<file path="src/rtl/main_control_fsm.sv">
// Multicycle RISC-V main control FSM (Moore).
// Sequences fetch/decode/execute/memory/writeback and drives datapath selects.
// Outputs are forced low combinationally while reset is held.
module main_control_fsm (
  input  logic       clk,
  input  logic       rst_n,
  input  logic [6:0] op,
  input  logic       zero,
  input  logic       memReady,
  output logic       memReq,
  output logic       memWrite,
  output logic       irWrite,
  output logic       adrSrc,
  output logic       pcWrite,
  output logic       regWrite,
  output logic [1:0] aluSrcA,
  output logic [1:0] aluSrcB,
  output logic [1:0] aluOp,
  output logic [1:0] resultSrc,
  output logic [1:0] immSrc,
  output logic       illegalInstr,
  output logic [3:0] state
);

  typedef enum logic [3:0] {
    FETCH    = 4'd0,
    DECODE   = 4'd1,
    MEMADR   = 4'd2,
    MEMREAD  = 4'd3,
    MEMWB    = 4'd4,
    MEMWRITE = 4'd5,
    EXECUTER = 4'd6,
    ALUWB    = 4'd7,
    EXECUTEI = 4'd8,
    JAL      = 4'd9,
    BEQ      = 4'd10
  } state_t;

  localparam logic [6:0] OP_LW  = 7'b0000011;
  localparam logic [6:0] OP_SW  = 7'b0100011;
  localparam logic [6:0] OP_R   = 7'b0110011;
  localparam logic [6:0] OP_I   = 7'b0010011;
  localparam logic [6:0] OP_BEQ = 7'b1100011;
  localparam logic [6:0] OP_JAL = 7'b1101111;

  state_t cur, nxt;

  // State register; reset lands in FETCH immediately, no clock needed.
  always_ff @(posedge clk or negedge rst_n) begin
    if (!rst_n) cur <= FETCH;
    else        cur <= nxt;
  end

  // Next-state: memReady only matters in the three memory-handshake states.
  always_comb begin
    nxt = FETCH;
    case (cur)
      FETCH:    nxt = memReady ? DECODE : FETCH;
      DECODE: begin
        case (op)
          OP_LW, OP_SW: nxt = MEMADR;
          OP_R:         nxt = EXECUTER;
          OP_I:         nxt = EXECUTEI;
          OP_JAL:       nxt = JAL;
          OP_BEQ:       nxt = BEQ;
          default:      nxt = FETCH;
        endcase
      end
      MEMADR:   nxt = (op == OP_SW) ? MEMWRITE : MEMREAD;
      MEMREAD:  nxt = memReady ? MEMWB : MEMREAD;
      MEMWRITE: nxt = memReady ? FETCH : MEMWRITE;
      EXECUTER: nxt = ALUWB;
      EXECUTEI: nxt = ALUWB;
      JAL:      nxt = ALUWB;
      MEMWB:    nxt = FETCH;
      ALUWB:    nxt = FETCH;
      BEQ:      nxt = FETCH;
      default:  nxt = FETCH;
    endcase
  end

  // Output decode; unused codes leave every strobe at its zero default.
  always_comb begin
    memReq       = 1'b0;
    memWrite     = 1'b0;
    irWrite      = 1'b0;
    adrSrc       = 1'b0;
    pcWrite      = 1'b0;
    regWrite     = 1'b0;
    aluSrcA      = 2'b00;
    aluSrcB      = 2'b00;
    aluOp        = 2'b00;
    resultSrc    = 2'b00;
    immSrc       = 2'b00;
    illegalInstr = 1'b0;
    if (rst_n) begin
      case (op)
        OP_SW:   immSrc = 2'b01;
        OP_BEQ:  immSrc = 2'b10;
        OP_JAL:  immSrc = 2'b11;
        default: immSrc = 2'b00;
      endcase
      case (cur)
        FETCH: begin
          memReq    = 1'b1;
          aluSrcB   = 2'b10;
          resultSrc = 2'b10;
          irWrite   = memReady;
          pcWrite   = memReady;
        end
        DECODE: begin
          aluSrcA = 2'b01;
          aluSrcB = 2'b01;
          illegalInstr = !(op == OP_LW || op == OP_SW || op == OP_R ||
                           op == OP_I  || op == OP_BEQ || op == OP_JAL);
        end
        MEMADR: begin
          aluSrcA = 2'b10;
          aluSrcB = 2'b01;
        end
        MEMREAD: begin
          memReq = 1'b1;
          adrSrc = 1'b1;
        end
        MEMWRITE: begin
          memReq   = 1'b1;
          adrSrc   = 1'b1;
          memWrite = 1'b1;
        end
        EXECUTER: begin
          aluSrcA = 2'b10;
          aluOp   = 2'b10;
        end
        EXECUTEI: begin
          aluSrcA = 2'b10;
          aluSrcB = 2'b01;
          aluOp   = 2'b10;
        end
        MEMWB: begin
          resultSrc = 2'b01;
          regWrite  = 1'b1;
        end
        ALUWB:    regWrite = 1'b1;
        JAL: begin
          aluSrcA = 2'b01;
          aluSrcB = 2'b10;
          pcWrite = 1'b1;
        end
        BEQ: begin
          aluSrcA = 2'b10;
          aluOp   = 2'b01;
          pcWrite = zero;
        end
        default: ;
      endcase
    end
  end

  assign state = cur;

endmodule

</file>
<file path="config.mk">
export PLATFORM = sky130hd
export DESIGN_NAME = main_control_fsm
export DESIGN_NICKNAME = d
export VERILOG_FILES = /design/src/rtl/main_control_fsm.sv
export SDC_FILE = /design/constraint.sdc
export NUM_CORES = 1
export LEC_CHECK = 0
export BUFFER_PORTS_ARGS = -buffer_cell sky130_fd_sc_hd__buf_2
export CAP_MARGIN = 15
export CORE_AREA = 4 4 41 43
export CTS_BUF_LIST = sky130_fd_sc_hd__clkbuf_8
export DETAILED_ROUTE_END_ITERATION = 12
export DIE_AREA = 0 0 45 47
export PLACE_DENSITY = 0.91
export RECOVER_POWER = 50
export SLEW_MARGIN = 20
export SYNTH_ARGS = -nofsm -noshare
export SYNTH_HDL_FRONTEND = slang
export SYNTH_SLANG_ARGS = --single-unit
</file>
<file path="constraint.sdc">
create_clock -name clk -period 2.7 [get_ports clk]
set_input_delay 0.54 -clock clk [delete_from_list [all_inputs] [get_ports clk]]
set_output_delay 0.54 -clock clk [all_outputs]
set_load 0.02 [all_outputs]
</file>
==> out/metrics.cfg <==
[clock_network]
cts_hold_buf = 0
cts_resized = 0
clkTransAtPathRegs_ps = 30
root_buffer = clkbuf_8
cts_inserted_buffers = 3
cts_sinks = 4
clk_path_buf_depth = 2
clock_latency_ps = 210
tritoncts = done
cts_post_setup_buffers_inserted = 0
cts_htree_levels = 1

[layout]
drive_above_1_share = 0.270
layout.cells.most_common_list = buf_2 (24), nor2_1 (11), clkbuf_1 (7), a21oi_1 (6)
nets = 124
num_antenna_cells = 0
fin_cells = 126
n_fill_cell = 130
synthToLayoutAreaGrowth_pct = 29.5
largest_register_ffs = 4
layout_commonest_cell = buf_2

[detailed_routing]
ant_nets = 0
num_vias = 695
drt_pass1_iterations = 4
wl_per_cell_um = 12.2
vias_per_cell = 5.52
wl_mm = 1.54
drtIter0Drc = 9
route.detailed.drc = 0

[floorplan]
core_um2 = 1300
die_w_um = 45
start_util = 0.457
fp-row-count = 13
die_y_um = 47
boundaryPins = 32
dieArea_um2 = 2120

[global_route]
grt_first_pass_wirelength_mm = 2.41
antenna_found_initial = 0
grt_pass1_vias = 595
grt_usage = 0.149
grt_max_degree = 20
grt_overflow = 0

[worst_setup_path]
max_stage_delay_ps = 650
slowest_stage = dfrtp_1
crit_path_end_kind = output pin
ff2ff_path_depth = 4
cp-start-kind = flop
worstSetupPathType = flop to output pin
critical_path_required_ps = 2160
crit_fanout = 16
crit_chain = nor4b_1, nand2_1, nor3_1, buf_2
cp_data_arrival_time_ps = 1830

[synthesis]
seq_area_frac_synth = 0.168
synth_nets = 94
synth-seq-cells = 4
synthesis.area_um2 = 594
avgSynthCellArea_um2 = 7.16
syn_inst = 83
yosysUniqueCellTypes = 32
yosys_warnings = 0

[sta]
rsz0062_at_grt = false
period_minus_slack_ps = 2370
finClkSkew_ps = 1.33
setup_viol = 0
worstMarginPinSlew_ps = 571
fin_crit_sh = 0.876
timing.fmax_mhz = 423
tns_ps = 0
hold_violations = 0
relSlewSlack = 0.614
slew_violations = 0

[placement]
portBuffers = 31
place_congestion = 0.823
hpwl_mm = 1.21
dpl.cell_count = 123

[run_status]
outcome = completed

[power_and_ir_drop]
p_leak_nw = 0.370
total_power_w = 0.000641
ir_drop_uv = 458
power_density_nw_per_um2 = 833

[run]
drv_cap = 0

[hold_path]
hold_path.class = input pin to async pin

[cells in the mapped netlist]
master / count / area share
nor2_1: 11 / 0.069
a21oi_1: 6 / 0.051
nand2_1: 5 / 0.032
nand2b_1: 5 / 0.053
and3_1: 4 / 0.042
clkbuf_1: 4 / 0.025
dfrtp_1: 4 / 0.17
nor3_1: 4 / 0.034
a211oi_1: 3 / 0.038
and2_1: 3 / 0.032
nor2b_1: 3 / 0.032
nor4_1: 3 / 0.032
o21ai_0: 3 / 0.025
buf_2: 2 / 0.017
inv_1: 2 / 0.013
o211ai_1: 2 / 0.025
o21a_1: 2 / 0.025
or2_1: 2 / 0.021
xor2_1: 2 / 0.029
a31oi_1: 1 / 0.011
mux2i_1: 1 / 0.017
nand3b_1: 1 / 0.013
nand4_1: 1 / 0.011
nand4bb_4: 1 / 0.046
nor4_4: 1 / 0.036
nor4b_2: 1 / 0.025
nor4bb_1: 1 / 0.017
o21ai_1: 1 / 0.0084
o31a_1: 1 / 0.015
o32a_1: 1 / 0.017
or2_2: 1 / 0.011
or4_1: 1 / 0.013
[path summary, 6_finish.rpt]
kind                                         start                 end  slack (ps)
min in group clk                             op[5]  state[2]$_DFF_PN0_         650
worst max register to register  state[0]$_DFF_PN0_  state[2]$_DFF_PN0_        1040
worst min register to register  state[3]$_DFF_PN0_  state[2]$_DFF_PN0_         800
worst min-delay path                         rst_n  state[1]$_DFF_PN0_         240
max in group asynchronous                    rst_n  state[0]$_DFF_PN0_        2170
worst max-delay path            state[0]$_DFF_PN0_        illegalInstr         330
[area by class of cell]
type	instances	area, µm²	area share
Inverter	2	7.51	0.00976
Multi-Input combinational cell	71	455	0.592
Tap cell	15	18.8	0.0244
Clock buffer	3	41.3	0.0537
Timing Repair Buffer	31	146	0.190
Sequential cell	4	100	0.130
[routing by layer]
layer  routed length (µm)  part of all wire  GRT usage
met4                    0                 0     0.0526
met3                  182              0.12     0.0345
met2                  713              0.46      0.260
met5                    0                 0          0
met1                  644              0.42      0.179
[critical path: cells and delay by family (launching register included)]
family | cells | cell delay [ps]
DFF | 1 | 650
buffers and inverters | 1 | 190
and+or+nand+nor | 3 | 770
[stage by stage]
stage                util  setup slack [ps]  cell area, µm²  hold slack (ps)
global placement    0.571               652             743              382
detailed placement  0.571               619             743              387
finish              0.591               334             769              239
CTS                 0.603               418             785              165
global route        0.591               145             769              278
floorplan               -               287             594              244
[cells by family (layout without fill, tap and decap cells)]
| kind of cell | Yosys count | after routing | share of synthesized area |
|---|---|---|---|
| muxes | 1 | 1 | 0.0168 |
| xor gates and xnor gates | 2 | 2 | 0.0295 |
| AOI/OAI and AO/OA | 20 | 20 | 0.215 |
| buffers and inverters | 8 | 36 | 0.0547 |
| DFF | 4 | 4 | 0.168 |
| and+or+nand+nor | 48 | 48 | 0.516 |
[power by group]
part / internal [W] / switching, W / total [W] / leakage (nW)
sequential: 0.0000765 / 0.0000774 / 0.000154 / 0.0539
combinational: 0.000142 / 0.000224 / 0.000366 / 0.294
clock: 0.0000947 / 0.0000265 / 0.000121 / 0.0216
Power figures use the tool's default switching activity.
